### config.mk
export PLATFORM = sky130hd
export DESIGN_NAME = shift_receiver
export DESIGN_NICKNAME = d
export VERILOG_FILES = /design/src/rtl/shift_receiver_pkg.sv /design/src/rtl/shift_out_buf.sv /design/src/rtl/shift_receiver.sv
export SDC_FILE = /design/constraint.sdc
export NUM_CORES = 1
export LEC_CHECK = 0
export CORE_UTILIZATION = 30
export CTS_CLUSTER_DIAMETER = 40
export CTS_CLUSTER_SIZE = 8
export DETAILED_ROUTE_END_ITERATION = 16
export GPL_TIMING_DRIVEN = 0
export PLACE_DENSITY = 0.51
export SLEW_MARGIN = 10
export SYNTH_ARGS = -nofsm -noshare
export SYNTH_HDL_FRONTEND = slang
export SYNTH_SLANG_ARGS = --single-unit
### constraint.sdc
create_clock -name clk -period 2 [get_ports clk]
set_clock_uncertainty 0.05 [all_clocks]
set_input_delay 0.2 -clock clk [delete_from_list [all_inputs] [get_ports clk]]
set_output_delay 0.2 -clock clk [all_outputs]
set_load 0.02 [all_outputs]
### src/rtl/shift_receiver_pkg.sv
// Shared definitions for the serializer link: receiver states, default word
// width and the even-parity helper also used by the transmitter.
package shift_pkg;

    localparam int WIDTH_DEFAULT = 4;

    typedef enum logic [1:0] {
        IDLE   = 2'd0,
        SHIFT  = 2'd1,
        PARITY = 2'd2
    } state_e;

    // Even parity over a zero-extended word: 1 when the word has an odd number of ones.
    function automatic logic even_parity(input logic [31:0] data);
        return ^data;
    endfunction

endpackage

### src/rtl/shift_out_buf.sv
// One-entry output register with valid/ready handshake and sticky overrun.
// A word completing while the held word is still unconsumed is dropped.
module shift_out_buf #(
    parameter int WIDTH = 4
) (
    input  logic             clk,
    input  logic             reset,
    input  logic             load,
    input  logic [WIDTH-1:0] d,
    input  logic             q_ready,
    input  logic             clr_err,
    output logic [WIDTH-1:0] q,
    output logic             q_valid,
    output logic             overrun
);

    logic [WIDTH-1:0] q_q, q_d;
    logic             q_valid_q, q_valid_d;
    logic             overrun_q, overrun_d;
    logic             ovr_set_s;

    // Next-state for the held word, its valid flag and the overrun flag.
    always_comb begin
        q_d       = q_q;
        q_valid_d = q_valid_q;
        ovr_set_s = 1'b0;
        if (load) begin
            if (q_valid_q && !q_ready) begin
                ovr_set_s = 1'b1;
            end else begin
                q_d       = d;
                q_valid_d = 1'b1;
            end
        end else if (q_valid_q && q_ready) begin
            q_valid_d = 1'b0;
        end else begin
            q_valid_d = q_valid_q;
        end
        // Setting takes priority over a simultaneous clear.
        if (ovr_set_s) begin
            overrun_d = 1'b1;
        end else if (clr_err) begin
            overrun_d = 1'b0;
        end else begin
            overrun_d = overrun_q;
        end
    end

    // Output register state.
    always_ff @(posedge clk or posedge reset) begin
        if (reset) begin
            q_q       <= {WIDTH{1'b0}};
            q_valid_q <= 1'b0;
            overrun_q <= 1'b0;
        end else begin
            q_q       <= q_d;
            q_valid_q <= q_valid_d;
            overrun_q <= overrun_d;
        end
    end

    assign q       = q_q;
    assign q_valid = q_valid_q;
    assign overrun = overrun_q;

endmodule

### src/rtl/shift_receiver.sv
// Framed LSB-first serial-to-parallel receiver with sticky framing/overrun flags.
// Define PARITY_CHECK_EN to expect a trailing even-parity bit and add parity_err.
module shift_receiver
    import shift_pkg::*;
#(
    parameter int WIDTH = WIDTH_DEFAULT,
    parameter int CNT_W = $clog2(WIDTH + 1)
) (
    input  logic             clk,
    input  logic             reset,
    input  logic             bit_valid,
    input  logic             si,
    input  logic             sof,
    output logic [WIDTH-1:0] q,
    output logic             q_valid,
    input  logic             q_ready,
    output logic             busy,
    output logic             frame_err,
    output logic             overrun,
`ifdef PARITY_CHECK_EN
    output logic             parity_err,
`endif
    input  logic             clr_err
);

    state_e           state_q, state_d;
    logic [WIDTH-1:0] sh_q, sh_d;
    logic [CNT_W-1:0] cnt_q, cnt_d;
    logic             busy_q, busy_d;
    logic             frame_err_q, frame_err_d;
    logic             frame_set_s;
    logic             load_s;
    logic [WIDTH-1:0] word_s;
    logic [WIDTH-1:0] shifted_s;
`ifdef PARITY_CHECK_EN
    logic             parity_err_q, parity_err_d;
    logic             parity_set_s;
`endif

    assign shifted_s = {si, sh_q[WIDTH-1:1]};

    // Framing FSM, shift register and bit counter next-state.
    always_comb begin
        state_d     = state_q;
        sh_d        = sh_q;
        cnt_d       = cnt_q;
        load_s      = 1'b0;
        word_s      = shifted_s;
        frame_set_s = 1'b0;
`ifdef PARITY_CHECK_EN
        parity_set_s = 1'b0;
`endif
        if (bit_valid) begin
            case (state_q)
                IDLE: begin
                    if (sof) begin
                        sh_d    = shifted_s;
                        cnt_d   = CNT_W'(1);
                        state_d = SHIFT;
                    end else begin
                        state_d = IDLE;
                    end
                end
                SHIFT: begin
                    if (sof) begin
                        // Restart: this bit begins a fresh word.
                        frame_set_s = 1'b1;
                        sh_d        = shifted_s;
                        cnt_d       = CNT_W'(1);
                    end else if (cnt_q == CNT_W'(WIDTH - 1)) begin
                        sh_d = shifted_s;
`ifdef PARITY_CHECK_EN
                        cnt_d   = CNT_W'(WIDTH);
                        state_d = PARITY;
`else
                        cnt_d   = CNT_W'(0);
                        state_d = IDLE;
                        load_s  = 1'b1;
`endif
                    end else begin
                        sh_d  = shifted_s;
                        cnt_d = cnt_q + CNT_W'(1);
                    end
                end
                PARITY: begin
`ifdef PARITY_CHECK_EN
                    if (sof) begin
                        frame_set_s = 1'b1;
                        sh_d        = shifted_s;
                        cnt_d       = CNT_W'(1);
                        state_d     = SHIFT;
                    end else if ((even_parity(32'(sh_q)) ^ si) == 1'b0) begin
                        word_s  = sh_q;
                        load_s  = 1'b1;
                        cnt_d   = CNT_W'(0);
                        state_d = IDLE;
                    end else begin
                        parity_set_s = 1'b1;
                        cnt_d        = CNT_W'(0);
                        state_d      = IDLE;
                    end
`else
                    state_d = IDLE;
`endif
                end
                default: begin
                    state_d = IDLE;
                    cnt_d   = CNT_W'(0);
                end
            endcase
        end else begin
            state_d = state_q;
        end
        busy_d = (state_d == SHIFT);
        if (frame_set_s) begin
            frame_err_d = 1'b1;
        end else if (clr_err) begin
            frame_err_d = 1'b0;
        end else begin
            frame_err_d = frame_err_q;
        end
`ifdef PARITY_CHECK_EN
        if (parity_set_s) begin
            parity_err_d = 1'b1;
        end else if (clr_err) begin
            parity_err_d = 1'b0;
        end else begin
            parity_err_d = parity_err_q;
        end
`endif
    end

    // Receiver state registers.
    always_ff @(posedge clk or posedge reset) begin
        if (reset) begin
            state_q     <= IDLE;
            sh_q        <= {WIDTH{1'b0}};
            cnt_q       <= {CNT_W{1'b0}};
            busy_q      <= 1'b0;
            frame_err_q <= 1'b0;
        end else begin
            state_q     <= state_d;
            sh_q        <= sh_d;
            cnt_q       <= cnt_d;
            busy_q      <= busy_d;
            frame_err_q <= frame_err_d;
        end
    end

`ifdef PARITY_CHECK_EN
    // Sticky parity error flag.
    always_ff @(posedge clk or posedge reset) begin
        if (reset) begin
            parity_err_q <= 1'b0;
        end else begin
            parity_err_q <= parity_err_d;
        end
    end

    assign parity_err = parity_err_q;
`endif

    assign busy      = busy_q;
    assign frame_err = frame_err_q;

    shift_out_buf #(
        .WIDTH(WIDTH)
    ) u_out_buf (
        .clk     (clk),
        .reset   (reset),
        .load    (load_s),
        .d       (word_s),
        .q_ready (q_ready),
        .clr_err (clr_err),
        .q       (q),
        .q_valid (q_valid),
        .overrun (overrun)
    );

endmodule

==> flow_metrics.py <==
metrics = {
    "outcome": {
        "outcome": "finished, final reports clean",
    },
    "timing": {
        "totalNegativeSetupSlack_ns": 0,
        "finalSetupViolations": 0,
        "worst_pin_slew_ns": 0.598,
        "max_freq_ghz": 0.660,
        "relSlewSlack": 0.601,
        "finalCritPeriodShare": 0.758,
        "rsz0062_at_grt": "false",
        "finalCriticalPeriod_ns": 1.52,
        "finalHoldViolCount": 0,
        "slew_violations": 0,
    },
    "power": {
        "ir_worst_vdd_v": 0.000476,
        "p_leak_nw": 0.417,
        "power_density_nw_per_um2": 1150,
    },
    "place": {
        "place_congestion": 0.644,
        "place.port_buffers": 14,
        "place_area_um2": 900,
        "hpwlAfterDp_um": 863,
    },
    "worst_setup_path": {
        "cp_slowest_cell": "dfrtp_1",
        "critPathRequiredTime_ns": 2.12,
        "crit_path_start_kind": "flop",
        "crit_path_cell_trace": "ha_1, and2b_1, nand4_4, mux2_4",
        "crit_path_end_kind": "flop",
        "crit_path_max_fanout": 5,
        "critPathArrivalTime_ns": 1.63,
        "path_class": "flop to flop",
        "crit_buf_inv": 0,
        "cpPeakStageDelay_ns": 0.39,
        "cpLargestDelayFamily": "simple AND/OR/NAND/NOR gates",
    },
    "finish": {
        "num-fill-cells": 240,
        "n_antenna_cell": 0,
        "syn2layout_area_growth_pct": 27.3,
        "layout.nets": 82,
        "final_area_um2": 922,
        "drive_above_1_share": 0.208,
    },
    "detailed_routing": {
        "ant_nets": 0,
        "wl_um": 1220,
        "first_pass_iters": 1,
        "post_drt_wl_per_cell_um": 12.2,
        "avgViaCountPerCell": 4.70,
        "drtIter0Drc": 0,
        "drcViolationCount": 0,
        "num_vias": 470,
    },
    "floorplan": {
        "num_rows": 17,
        "die_y_um": 51.1,
        "core_um2": 2250,
        "start_util": 0.321,
        "die_x_um": 51.1,
        "boundaryPins": 15,
        "die-area_um2": 2620,
    },
    "synth": {
        "synth_area_per_cell_um2": 13.2,
        "syn-cell-area_um2": 724,
        "synthCells": 55,
        "synth_seq_area_share": 0.553,
        "yosys.area.top_type_share": 0.553,
        "synth_top_cell_by_area": "dfrtp_1",
        "synthTopCellsByArea": "dfrtp_1 (55%), mux2_4 (8.3%), mux2_2 (6.2%), nand4_4 (2.9%), and2b_4 (2.8%)",
        "synth_nets": 63,
        "ys_types": 22,
        "yosysWarningCount": 0,
        "synth_seq_cells": 16,
    },
    "grt": {
        "grt_antenna_before_repair": 0,
        "grt_usage": 0.108,
        "grt-ovfl-total": 0,
        "grt_pass1_vias": 443,
        "grt_max_degree": 17,
        "grt_pass1_wl_um": 2040,
    },
    "clock_network": {
        "numCtsBuffers": 3,
        "root_buffer": "clkbuf_4",
        "hold_buffers": 0,
        "cts_sinks": 16,
        "post-cts-setup-buffers": 0,
        "clk_pin_slew_worst_paths_ns": 0.09,
        "insertion_delay_ns": 0.28,
        "cts_resized": 0,
        "clockBufferDepth": 2,
        "cts_tree": "done",
        "htreeDepth": 1,
    },
    "job": {
        "cap_viol_max_count": 0,
    },
    "hold_path": {
        "hold_path.class": "primary input to async pin",
    },
}
state kept, by name (all words and copies together), names as in the netlist:
signal,cells
u_out_buf.q,4
state_q,2
busy,1
u_out_buf.overrun,1
sh_q,3
u_out_buf.q_valid,1
frame_err,1
cnt_q,3
cell families (layout without fill, tap and decap cells):
logic type / after synthesis / count (layout) / synth area share
compound gates: 11 / 11 / 0.104
mux: 8 / 8 / 0.145
fa+ha+maj: 1 / 1 / 0.0173
flops: 16 / 16 / 0.553
simple gates: 16 / 16 / 0.166
buf+inv: 3 / 20 / 0.0155
where the power goes:
group          switching, mW  internal [mW]
sequential            0.0664          0.420
combinational          0.171          0.237
clock                 0.0960         0.0697
total                  0.334          0.727
layer usage:
layer | routed length [um] | up-vias | GRT usage
met1 | 577 | 231 | 0.153
met5 | 0 | - | 0
met4 | 11 | 0 | 0.0556
met2 | 592 | 7 | 0.151
li1 | - | 230 | -
met3 | 40 | 2 | 0.0268
through the flow:
step                      setup slack [ns]  total power, mW   util  cells  hold WS, ns
after floorplan                      0.615            0.744      -     55       0.0637
after global placement               0.236            0.897  0.399     97        0.440
after detailed placement             0.230            0.905  0.399     97        0.446
after CTS                            0.480             1.08  0.409    100        0.250
after global routing                 0.414             1.14  0.409    100        0.282
final                                0.484             1.06  0.409    100        0.225
cells in the final DEF, fill, tap and decap left out, drive strengths merged:
master / count
nand3b: 1
and2b: 3
nand3: 1
o21ai: 3
nand2b: 3
ha: 1
o22ai: 2
nand4: 1
o21a: 1
a21boi: 1
o21bai: 1
and4bb: 1
a22o: 2
clkdlybuf4s50: 14
a22oi: 1
inv: 3
clkbuf: 3
nor2b: 2
mux2: 8
nor2: 1
dfrtp: 16
nand2: 3
cells in the mapped netlist (all sizes together):
| library cell | number |
|---|---|
| dfrtp | 16 |
| mux2 | 8 |
| and2b | 3 |
| inv | 3 |
| nand2 | 3 |
| nand2b | 3 |
| o21ai | 3 |
| a22o | 2 |
| nor2b | 2 |
| o22ai | 2 |
| a21boi | 1 |
| a22oi | 1 |
| and4bb | 1 |
| ha | 1 |
| nand3 | 1 |
| nand3b | 1 |
| nand4 | 1 |
| nor2 | 1 |
| o21a | 1 |
| o21bai | 1 |
layout make-up:
cell class,instances,area (um2),area share
multi-input cells,36,313,0.339
clock buffers,3,22.5,0.0244
flip-flops and latches,16,400,0.434
inverters,3,11.3,0.0122
well taps,28,35.0,0.0380
repair buffers,14,140,0.152
path summary, 6_finish.rpt:
check	start	to	slack, ns	cells after the start
worst max register to register	cnt_q[0]	u_out_buf.q[2]	0.48	4
min in group clk	u_out_buf.q[2]	u_out_buf.q[2]	0.47	1
worst min-delay path	reset	u_out_buf.overrun	0.22	2
max in group asynchronous	reset	sh_q[2]	1.28	2
worst min register to register	u_out_buf.q[2]	u_out_buf.q[2]	0.47	1
worst max-delay path	cnt_q[0]	u_out_buf.q[2]	0.48	4
(Power assumes the default switching activity.)
